$ cat config.mk
export PLATFORM = sky130hd
export DESIGN_NAME = control_fsm_flat
export DESIGN_NICKNAME = d
export VERILOG_FILES = /design/src/rtl/control_fsm_if.sv /design/src/rtl/control_fsm.sv /design/src/flat_wrapper.sv
export SDC_FILE = /design/constraint.sdc
export NUM_CORES = 1
export LEC_CHECK = 0
export ABC_AREA = 1
export CAP_MARGIN = 20
export CORE_MARGIN = 8
export CORE_UTILIZATION = 39
export DETAILED_ROUTE_END_ITERATION = 16
export GPL_TIMING_DRIVEN = 0
export PLACE_DENSITY_LB_ADDON = 0.2
export SETUP_SLACK_MARGIN = 0.3
export SYNTH_ARGS = -nofsm -noshare
export SYNTH_HDL_FRONTEND = slang
export SYNTH_SLANG_ARGS = --single-unit
$ cat constraint.sdc
create_clock -name clk -period 1.08 [get_ports clk]
set_input_delay 0.27 -clock clk [delete_from_list [all_inputs] [get_ports clk]]
set_output_delay 0.27 -clock clk [all_outputs]
set_load 0.02 [all_outputs]
$ cat src/rtl/control_fsm_if.sv
// ============================================================================
//  Module      : control_fsm_if
//  Description : Datapath/controller bundle for control_fsm: decoded-opcode
//                and memory-ready inputs, datapath strobes and debug state.
//  Revision    : 1.0 - initial release
// ============================================================================
`default_nettype none

interface control_fsm_if;
    logic [5:0] opcode;
    logic       mem_ready;
    logic [2:0] alu_op;
    logic       pc_write;
    logic       pc_write_cond;
    logic       ir_write;
    logic       mem_read;
    logic       mem_write;
    logic       reg_write;
    logic [1:0] pc_src;
    logic       reg_dst;
    logic       mem_to_reg;
    logic       illegal_op;
    logic       halted;
    logic [3:0] state;

    modport master (
        input  opcode, mem_ready,
        output alu_op, pc_write, pc_write_cond, ir_write, mem_read, mem_write,
               reg_write, pc_src, reg_dst, mem_to_reg, illegal_op, halted, state
    );

    modport slave (
        output opcode, mem_ready,
        input  alu_op, pc_write, pc_write_cond, ir_write, mem_read, mem_write,
               reg_write, pc_src, reg_dst, mem_to_reg, illegal_op, halted, state
    );
endinterface

`default_nettype wire

$ cat src/rtl/control_fsm.sv
// ============================================================================
//  Module      : control_fsm
//  Description : Multi-cycle processor control FSM. Define CONTROL_FSM_HALT_EN
//                to enable the HALT state reached via HALT_OPCODE.
//  Revision    : 1.0 - initial release
// ============================================================================
`default_nettype none

module control_fsm #(
    parameter logic [5:0] HALT_OPCODE = 6'b111111
) (
    input  wire logic      clk,
    input  wire logic      rst_n,
    control_fsm_if.master  bus
);
    localparam logic [3:0] c_fetch   = 4'd0;
    localparam logic [3:0] c_decode  = 4'd1;
    localparam logic [3:0] c_exec_r  = 4'd2;
    localparam logic [3:0] c_exec_i  = 4'd3;
    localparam logic [3:0] c_addr    = 4'd4;
    localparam logic [3:0] c_mem_rd  = 4'd5;
    localparam logic [3:0] c_mem_wr  = 4'd6;
    localparam logic [3:0] c_wb_alu  = 4'd7;
    localparam logic [3:0] c_wb_mem  = 4'd8;
    localparam logic [3:0] c_branch  = 4'd9;
    localparam logic [3:0] c_jump    = 4'd10;
    localparam logic [3:0] c_illegal = 4'd11;
`ifdef CONTROL_FSM_HALT_EN
    localparam logic [3:0] c_halt    = 4'd12;
`endif

    localparam logic [5:0] c_op_rtype = 6'b000000;
    localparam logic [5:0] c_op_ldi   = 6'b001111;
    localparam logic [5:0] c_op_lw    = 6'b100011;
    localparam logic [5:0] c_op_sw    = 6'b101011;
    localparam logic [5:0] c_op_beq   = 6'b000100;
    localparam logic [5:0] c_op_bne   = 6'b000101;
    localparam logic [5:0] c_op_j     = 6'b000010;

    logic [3:0] r_state;
    logic [3:0] w_next;
    logic [3:0] w_dispatch;
    logic [2:0] r_alu_op;
    logic [2:0] w_alu_dec;
    // Cleared by reset so no strobe is visible until the first clock edge after release
    logic       r_run;

    always_comb begin
        w_dispatch = c_illegal;
        w_alu_dec  = 3'b000;
        if (bus.opcode == HALT_OPCODE) begin
`ifdef CONTROL_FSM_HALT_EN
            w_dispatch = c_halt;
`else
            w_dispatch = c_illegal;
`endif
        end else begin
            case (bus.opcode)
                c_op_rtype: begin w_dispatch = c_exec_r; w_alu_dec = 3'b000; end
                c_op_ldi:   begin w_dispatch = c_exec_i; w_alu_dec = 3'b011; end
                c_op_lw,
                c_op_sw:    begin w_dispatch = c_addr;   w_alu_dec = 3'b001; end
                c_op_beq:   begin w_dispatch = c_branch; w_alu_dec = 3'b100; end
                c_op_bne:   begin w_dispatch = c_branch; w_alu_dec = 3'b101; end
                c_op_j:     begin w_dispatch = c_jump;   w_alu_dec = 3'b000; end
                default:    begin w_dispatch = c_illegal; w_alu_dec = 3'b000; end
            endcase
        end
    end

    always_comb begin
        w_next = c_fetch;
        case (r_state)
            c_fetch:   w_next = bus.mem_ready ? c_decode : c_fetch;
            c_decode:  w_next = w_dispatch;
            c_exec_r:  w_next = c_wb_alu;
            c_exec_i:  w_next = c_wb_alu;
            c_addr:    w_next = (bus.opcode == c_op_lw) ? c_mem_rd : c_mem_wr;
            c_mem_rd:  w_next = bus.mem_ready ? c_wb_mem : c_mem_rd;
            c_mem_wr:  w_next = bus.mem_ready ? c_fetch : c_mem_wr;
`ifdef CONTROL_FSM_HALT_EN
            c_halt:    w_next = c_halt;
`endif
            default:   w_next = c_fetch;
        endcase
    end

    always_ff @(posedge clk or negedge rst_n) begin
        if (!rst_n) begin
            r_state  <= c_fetch;
            r_alu_op <= 3'b000;
            r_run    <= 1'b0;
        end else begin
            r_run <= 1'b1;
            if (r_run) begin
                r_state <= w_next;
                if (r_state == c_decode) begin
                    r_alu_op <= w_alu_dec;
                end
            end
        end
    end

    always_comb begin
        bus.pc_write      = 1'b0;
        bus.pc_write_cond = 1'b0;
        bus.ir_write      = 1'b0;
        bus.mem_read      = 1'b0;
        bus.mem_write     = 1'b0;
        bus.reg_write     = 1'b0;
        bus.pc_src        = 2'b00;
        bus.reg_dst       = 1'b0;
        bus.mem_to_reg    = 1'b0;
        bus.illegal_op    = 1'b0;
        bus.halted        = 1'b0;
        if (r_run) begin
            case (r_state)
                c_fetch: begin
                    bus.mem_read = 1'b1;
                    bus.ir_write = bus.mem_ready;
                    bus.pc_write = bus.mem_ready;
                end
                c_mem_rd:  bus.mem_read = 1'b1;
                c_mem_wr:  bus.mem_write = 1'b1;
                c_wb_alu: begin
                    bus.reg_write = 1'b1;
                    bus.reg_dst   = (bus.opcode == c_op_rtype);
                end
                c_wb_mem: begin
                    bus.reg_write  = 1'b1;
                    bus.mem_to_reg = 1'b1;
                end
                c_branch: begin
                    bus.pc_write_cond = 1'b1;
                    bus.pc_src        = 2'b01;
                end
                c_jump: begin
                    bus.pc_write = 1'b1;
                    bus.pc_src   = 2'b10;
                end
                c_illegal: bus.illegal_op = 1'b1;
`ifdef CONTROL_FSM_HALT_EN
                c_halt:    bus.halted = 1'b1;
`endif
                default: ;
            endcase
        end
    end

    assign bus.state  = r_state;
    assign bus.alu_op = r_alu_op;
endmodule

`default_nettype wire

$ cat src/flat_wrapper.sv
// flat-port wrapper written by rule: the top's interface ports become plain ports
module control_fsm_flat 
#(
    parameter logic [5:0] HALT_OPCODE = 6'b111111
)
  (clk, rst_n, bus_opcode, bus_mem_ready, bus_alu_op, bus_pc_write, bus_pc_write_cond, bus_ir_write, bus_mem_read, bus_mem_write, bus_reg_write, bus_pc_src, bus_reg_dst, bus_mem_to_reg, bus_illegal_op, bus_halted, bus_state);
  control_fsm_if bus_i ();
  input  wire logic clk;
  input  wire logic rst_n;
  input wire logic [$bits(bus_i.opcode)-1:0] bus_opcode;
  input wire logic [$bits(bus_i.mem_ready)-1:0] bus_mem_ready;
  output wire logic [$bits(bus_i.alu_op)-1:0] bus_alu_op;
  output wire logic [$bits(bus_i.pc_write)-1:0] bus_pc_write;
  output wire logic [$bits(bus_i.pc_write_cond)-1:0] bus_pc_write_cond;
  output wire logic [$bits(bus_i.ir_write)-1:0] bus_ir_write;
  output wire logic [$bits(bus_i.mem_read)-1:0] bus_mem_read;
  output wire logic [$bits(bus_i.mem_write)-1:0] bus_mem_write;
  output wire logic [$bits(bus_i.reg_write)-1:0] bus_reg_write;
  output wire logic [$bits(bus_i.pc_src)-1:0] bus_pc_src;
  output wire logic [$bits(bus_i.reg_dst)-1:0] bus_reg_dst;
  output wire logic [$bits(bus_i.mem_to_reg)-1:0] bus_mem_to_reg;
  output wire logic [$bits(bus_i.illegal_op)-1:0] bus_illegal_op;
  output wire logic [$bits(bus_i.halted)-1:0] bus_halted;
  output wire logic [$bits(bus_i.state)-1:0] bus_state;
  assign bus_i.opcode = bus_opcode;
  assign bus_i.mem_ready = bus_mem_ready;
  assign bus_alu_op = bus_i.alu_op;
  assign bus_pc_write = bus_i.pc_write;
  assign bus_pc_write_cond = bus_i.pc_write_cond;
  assign bus_ir_write = bus_i.ir_write;
  assign bus_mem_read = bus_i.mem_read;
  assign bus_mem_write = bus_i.mem_write;
  assign bus_reg_write = bus_i.reg_write;
  assign bus_pc_src = bus_i.pc_src;
  assign bus_reg_dst = bus_i.reg_dst;
  assign bus_mem_to_reg = bus_i.mem_to_reg;
  assign bus_illegal_op = bus_i.illegal_op;
  assign bus_halted = bus_i.halted;
  assign bus_state = bus_i.state;
  control_fsm #(.HALT_OPCODE(HALT_OPCODE)) u_core (.clk(clk), .rst_n(rst_n), .bus(bus_i));
endmodule
==> reports/qor.yml, run 1 <==
cpMostUsedCell: "sky130_fd_sc_hd__nor2_4"
global_route.overflow_total: 0
startpoint: "u_core.bus.state[3]"
dieArea_mm2: 0.003537
setup_viol: 22
nFillCells: 103
grt_max_degree: 9
internal_power_mw: 1.674
fin_skew_ns: 0.009638
relative_contribution_of_sequential_cells_to_total_power_pct: 20.8
violations: "setup timing"
total_leakage_power_nw: 0.6936
clkSlewWorstSetupHoldPaths_ns: 0.06
worst_slack_ns: -0.6391
holdCritPathClass: "input pin to asynchronous set/reset pin"
timing.final.hold_violations: 0
reg2reg_slack_ns: -0.44
timing.critical_path.cells: "nor2_4 > inv_2 > nor2_4 > a21oi_2 > nor2_2 > buf_6"
die-width_um: 59.47
drt-total-wl_um: 2996
final_layout_size_suffix_gt1_share_pct: 59.63
effective_utilization_at_floorplan_pct: 42.22
route.detailed.drc: 0
rows: 15
synthesis.area_um2: 737.0
p_sw_mw: 1.720
route.antenna.remaining_nets: 0
core_mm2: 0.001745
place.detailed.hpwl_um: 1600
worstReg2RegEnd: "u_core.bus.state[1]"
drt_first_iter_violations: 34
worst_path_largest_cell_delay_ns: 0.50
unique_cell_type_count_in_the_yosys_netlist: 21
timing.critical_path.fanout_max: 6
critical_path.endpoint_type: "output pin"
place.gp.congestion: 0.8790
period_needed_ns: 1.719
grt_pass1_vias: 854
worstRegToRegCells: 10
outcome: "finished with violations"
wl_per_cell_um: 16.11
cts_hold_buffers: 0
critical_path.reg2reg.startpoint: "u_core.bus.state[2]"
synth-seq-area-share_pct: 27.16
tritoncts_num_sinks: 8
finish.net_count: 171
drt-vias-per-instance: 5.113
cell_at_the_slowest_stage_of_the_critical_path: "sky130_fd_sc_hd__dfrtp_2"
route.vias.total: 951
cts_h_tree_depth: 1
final-instance-count-excl-fill: 186
clock_tree.root_cell: "sky130_fd_sc_hd__clkbuf_4"
combinationalPowerShare_pct: 72.0
min_period_over_period_pct: 159.2
worst_ir_drop_vdd_v: 0.001497
power.clock.fraction_pct: 7.2
grt_util_all_layers_pct: 12.88
final_max_slew_violation_count: 0
mostFrequentLayoutCells: "sky130_fd_sc_hd__nand2_1 (27), sky130_fd_sc_hd__buf_6 (27), sky130_fd_sc_hd__nor2_4 (13)"
warnings_synthesis: 0
pwr_density_cell_mw_per_mm2: 2367
fraction_of_power_spent_switching_nets_pct: 50.67
clock_path_buffers: 2
wire_length_of_the_first_global_routing_pass_um: 3546
fin_tns_setup_ns: -9.062
port_buffers: 26
diodes: 0
syn-mean-instance-area_um2: 6.522
maxcap_viol_count: 0
clock_insertion_delay_worst_skew_ns: 0.26
synth_seq_cells: 8
die_h_um: 59.47
classification_of_the_worst_setup_path: "register to output pin"
drt-pass1-iter-count: 4
rsz0062_at_grt: "yes"
grt_antenna_before_repair: 0
cts_inserted_buffers: 3
syn_to_final_growth_pct: 94.57
element_type_at_the_critical_path_start: "register"
max_frequency_ghz: 0.5817
syn_nets: 122
boundaryPins: 28
dp.cells: 164
post-route-util_pct: 82.15
tritoncts_clock_tree: "built"
power_mw: 3.394
required_ns: 0.81
syn-instance-count: 113
worstPathArrival_ns: 1.45
flip-flops by register name, indices dropped and copies added (netlist names):
| signal | flops |
|---|---|
| u_core.r_run | 1 |
| u_core.bus.state | 4 |
| u_core.bus.alu_op | 3 |
cell families after synthesis:
logic type             share of synthesized area [%]
AOI/OAI and AO/OA                              8.148
other                                          1.019
DFF                                            27.16
and+or+nand+nor                                52.97
buffers and inverters                          10.70
power groups by stage:
| stage | Clock, mW | Combinational [mW] | Sequential [mW] |
|---|---|---|---|
| final | 0.244 | 2.44 | 0.706 |
| after global routing | 0.269 | 2.59 | 0.714 |
| after CTS | 0.248 | 1.90 | 0.637 |
| after global placement | 0 | 1.56 | 0.618 |
| after floorplan | 0 | 0.906 | 0.748 |
| after detailed placement | 0 | 1.58 | 0.624 |
routing by layer:
metal	routed length, um	vias to the layer above	track usage (%)
li1	-	453	-
met1	1155	423	12.89
met2	1501	59	22.65
met3	220	16	3.471
met4	119	0	8.532
met5	0	-	0
timing repair:
item | 4_1_cts | 5_1_grt
setup buffers | 9 | 9
resized for setup | 117 | 29
endpoints found under the setup margin | 25 | 25
cloned | 0 | 0
pin swaps | 11 | 16
area by class of cell:
type	count	area, um^2	area share [%]
multi-input cells	86	638.1	44.50
inverters	17	71.32	4.974
well taps	25	31.28	2.181
repair buffers	44	445.4	31.06
flip-flops and latches	8	206.4	14.40
clock buffers	4	26.28	1.832
plain buffers	2	15.01	1.047
synthesized netlist by cell type:
library cell	count	share of area [%]
sky130_fd_sc_hd__nand3_1	10	6.8
sky130_fd_sc_hd__nand2_1	29	15
sky130_fd_sc_hd__nand2_4	2	3.1
sky130_fd_sc_hd__nand4_1	2	1.7
sky130_fd_sc_hd__o211ai_2	1	1.7
sky130_fd_sc_hd__nor3_1	2	1.4
sky130_fd_sc_hd__a31oi_1	1	0.85
sky130_fd_sc_hd__o21ai_1	5	3.4
sky130_fd_sc_hd__buf_4	2	2.0
sky130_fd_sc_hd__nor2_1	12	6.1
sky130_fd_sc_hd__inv_1	10	5.1
sky130_fd_sc_hd__o22ai_1	1	0.85
sky130_fd_sc_hd__nor2_4	4	6.1
sky130_fd_sc_hd__inv_2	7	3.6
sky130_fd_sc_hd__conb_1	2	1.0
sky130_fd_sc_hd__dfrtp_1	8	27
sky130_fd_sc_hd__nand2_2	3	2.5
sky130_fd_sc_hd__nor2_2	6	5.1
sky130_fd_sc_hd__o21ai_0	1	0.68
sky130_fd_sc_hd__a21oi_1	1	0.68
sky130_fd_sc_hd__nand3_2	4	5.4
worst max-delay path: cells and delay by family (launching register included):
family | cells | cell delay, ns
DFF | 1 | 0.50
and+or+nand+nor | 3 | 0.42
buffers and inverters | 2 | 0.21
AOI/OAI and AO/OA | 1 | 0.05
worst max-delay path by stage:
stage,end,depth (start not counted)
finish,bus_mem_read,6
global route,bus_mem_read,6
CTS,bus_reg_dst,5
detailed placement,bus_reg_dst,5
global placement,bus_reg_dst,5
floorplan,bus_mem_read,5
stage by stage:
| step | hold WS [ns] | instance area (um^2) | worst slack [ns] |
|---|---|---|---|
| floorplan | -0.02559 | 827.0 | -0.2488 |
| global placement | 0.4683 | 1119 | -1.082 |
| detailed placement | 0.4706 | 1119 | -1.095 |
| CTS | 0.2877 | 1261 | -0.5677 |
| global route | 0.3090 | 1434 | -0.6844 |
| finish | 0.2803 | 1434 | -0.6391 |
Note: power is estimated with default switching activity, not from simulation.
==> inputs of run 2 (changes only) <==
--- a/config.mk
+++ b/config.mk
@@ -11,6 +11,7 @@
 export CORE_UTILIZATION = 39
 export DETAILED_ROUTE_END_ITERATION = 16
 export GPL_TIMING_DRIVEN = 0
+export HOLD_SLACK_MARGIN = 0.03
 export PLACE_DENSITY_LB_ADDON = 0.2
 export SETUP_SLACK_MARGIN = 0.3
 export SYNTH_ARGS = -nofsm -noshare
==> results of run 2 <==
Final layout, timing and power as in run 1 (identical DEF).
==> inputs of run 3 (changes only) <==
--- a/config.mk
+++ b/config.mk
@@ -7,6 +7,7 @@
 export LEC_CHECK = 0
 export ABC_AREA = 1
 export CAP_MARGIN = 20
+export CORE_ASPECT_RATIO = 1.1
 export CORE_MARGIN = 8
 export CORE_UTILIZATION = 39
 export DETAILED_ROUTE_END_ITERATION = 16
==> run 3 against run 2 <==
The run still ends with setup timing left. Hold slack gained 0.0054 ns. Sequential cell count stayed put. Final cell count is 3.2% lower. Wire length fell by 16%. Non-clock buffer count rose by 1. Power is 4.2% lower. Sequential share of layout area grew 0.18 points. Register-to-register slack gained 0.10 ns. Maximum frequency up 3.6%. Critical path type unchanged.
==> reports/qor.yml, run 3 (same netlist as run 1, synthesis figures left out) <==
place.detailed.hpwl_um: 1577
finish.net_count: 172
gr-usage-met2_pct: 25.08
holdCritPathClass: "input pin to asynchronous set/reset pin"
core_mm2: 0.001782
drt-vias-per-instance: 5.072
violations: "setup timing"
post-route-util_pct: 79.49
clock_insertion_delay_worst_skew_ns: 0.25
worst_setup_path_endpoint: "bus_reg_dst"
diodes: 0
required_ns: 0.81
rows: 16
outcome: "finished with violations"
timing.critical_path.fanout_max: 5
worstPathArrival_ns: 1.39
die_h_um: 61.59
worst_slack_ns: -0.5801
grt_pass1_vias: 912
gr-usage-met1_pct: 13.50
met3_usage_pct: 3.549
largest_register_ffs: 4
effective_utilization_at_floorplan_pct: 41.36
syn_to_final_growth_pct: 92.19
grt_util_all_layers_pct: 13.50
clkSlewWorstSetupHoldPaths_ns: 0.05
rsz0062_at_grt: "yes"
boundaryPins: 28
global_route.overflow_total: 0
fin_skew_ns: 0.0003294
nFillCells: 122
reg2reg_slack_ns: -0.34
period_needed_ns: 1.660
max_frequency_ghz: 0.6024
clock_path_buffers: 2
critical_path.endpoint_type: "output pin"
tritoncts_num_sinks: 8
grt_max_degree: 9
mostFrequentLayoutCells: "sky130_fd_sc_hd__buf_6 (28), sky130_fd_sc_hd__nand2_1 (26), sky130_fd_sc_hd__buf_4 (11)"
route.detailed.drc: 0
worstRegToRegCells: 8
worst_ir_drop_vdd_v: 0.001807
mostFrequentLayoutCell: "sky130_fd_sc_hd__buf_6"
critical_path.reg2reg.startpoint: "u_core.bus.state[0]"
drt-pass1-iter-count: 4
cts_hold_buffers: 0
place.gp.congestion: 0.8674
route.vias.total: 913
pwr_density_cell_mw_per_mm2: 2296
total_leakage_power_nw: 0.6925
maxcap_viol_count: 0
setup_viol: 22
final_layout_size_suffix_gt1_share_pct: 62.96
final_max_slew_violation_count: 0
classification_of_the_worst_setup_path: "register to output pin"
globalRoute.busiestLayer: "met2"
worstReg2RegEnd: "u_core.bus.state[2]"
cts_h_tree_depth: 1
wire_length_of_the_first_global_routing_pass_um: 3788
wl_per_cell_um: 13.92
port_buffers: 26
grt_antenna_before_repair: 0
timing.final.hold_violations: 0
tritoncts_clock_tree: "built"
startpoint: "u_core.bus.state[0]"
clock_tree.root_cell: "sky130_fd_sc_hd__clkbuf_4"
route.antenna.remaining_nets: 0
dieArea_mm2: 0.003538
die-width_um: 57.45
drt_first_iter_violations: 17
element_type_at_the_critical_path_start: "register"
min_period_over_period_pct: 153.7
power_mw: 3.253
cts_inserted_buffers: 3
drt-total-wl_um: 2505
==> run 3: cell count changes in the layout (fill, tap and decap cells not counted), sizes merged <==
cell and change:
clkdlybuf4s15 +2, buf +1, clkdlybuf4s50 -1, dlygate4sd2 -1
==> run 3: what timing repair did <==
action | 4_1_cts | 5_1_grt
gates cloned | 0 | 0
pin swaps | 15 | 6
buffers inserted | 15 | 4
setup endpoints to repair | 25 | 25
gates resized for setup | 138 | 11
==> run 3: per-layer routing <==
metal,share of wire (%),vias up
met4,1.2,0
li1,-,453
met5,0,-
met1,39,422
met3,5.3,6
met2,54,32
==> run 3: final cells by class <==
class	count	area [um^2]	share of cell area, %
sequential	8	206.4	14.58
timing repair buffer	45	456.7	32.24
buffer	2	18.77	1.325
tap	18	22.52	1.590
multi-input combinational	86	616.8	43.55
clock buffer	4	26.28	1.855
inverter	17	68.82	4.859
==> run 3: worst min-delay path by stage <==
stage / start / end / slack (ns) / cells past startpoint
floorplan: rst_n / u_core.bus.alu_op[0] / -0.03 / 0
global placement: u_core.bus.alu_op[0] / u_core.bus.alu_op[0] / 0.47 / 2
detailed placement: u_core.bus.alu_op[0] / u_core.bus.alu_op[0] / 0.48 / 2
finish: rst_n / u_core.bus.alu_op[0] / 0.29 / 1
CTS: rst_n / u_core.bus.alu_op[0] / 0.28 / 1
global route: rst_n / u_core.r_run / 0.31 / 1
==> run 3: report_power, final <==
| group | internal [mW] | switching [mW] |
|---|---|---|
| registers | 0.434 | 0.218 |
| clock network | 0.141 | 0.0966 |
| logic | 1.10 | 1.26 |
| total | 1.68 | 1.57 |
==> run 3: metrics by stage <==
step	setup TNS [ns]	cells	worst slack, ns	hold WS, ns	cell area, um^2
final	-7.704	180	-0.5801	0.2857	1416
after floorplan	-2.597	113	-0.2488	-0.02559	827.0
after global routing	-9.012	180	-0.6512	0.3122	1416
after detailed placement	-12.58	157	-1.096	0.4777	1110
after global placement	-12.20	157	-1.081	0.4689	1110
after CTS	-7.070	176	-0.5261	0.2836	1339
==> run 3: worst max-delay path, stage by stage (launching register included) <==
cell                      delay (ns)
sky130_fd_sc_hd__dfrtp_2        0.46
sky130_fd_sc_hd__nand2_2        0.10
sky130_fd_sc_hd__nor2_2         0.14
sky130_fd_sc_hd__nand3_2        0.15
sky130_fd_sc_hd__nor3_4         0.14
sky130_fd_sc_hd__buf_6          0.14
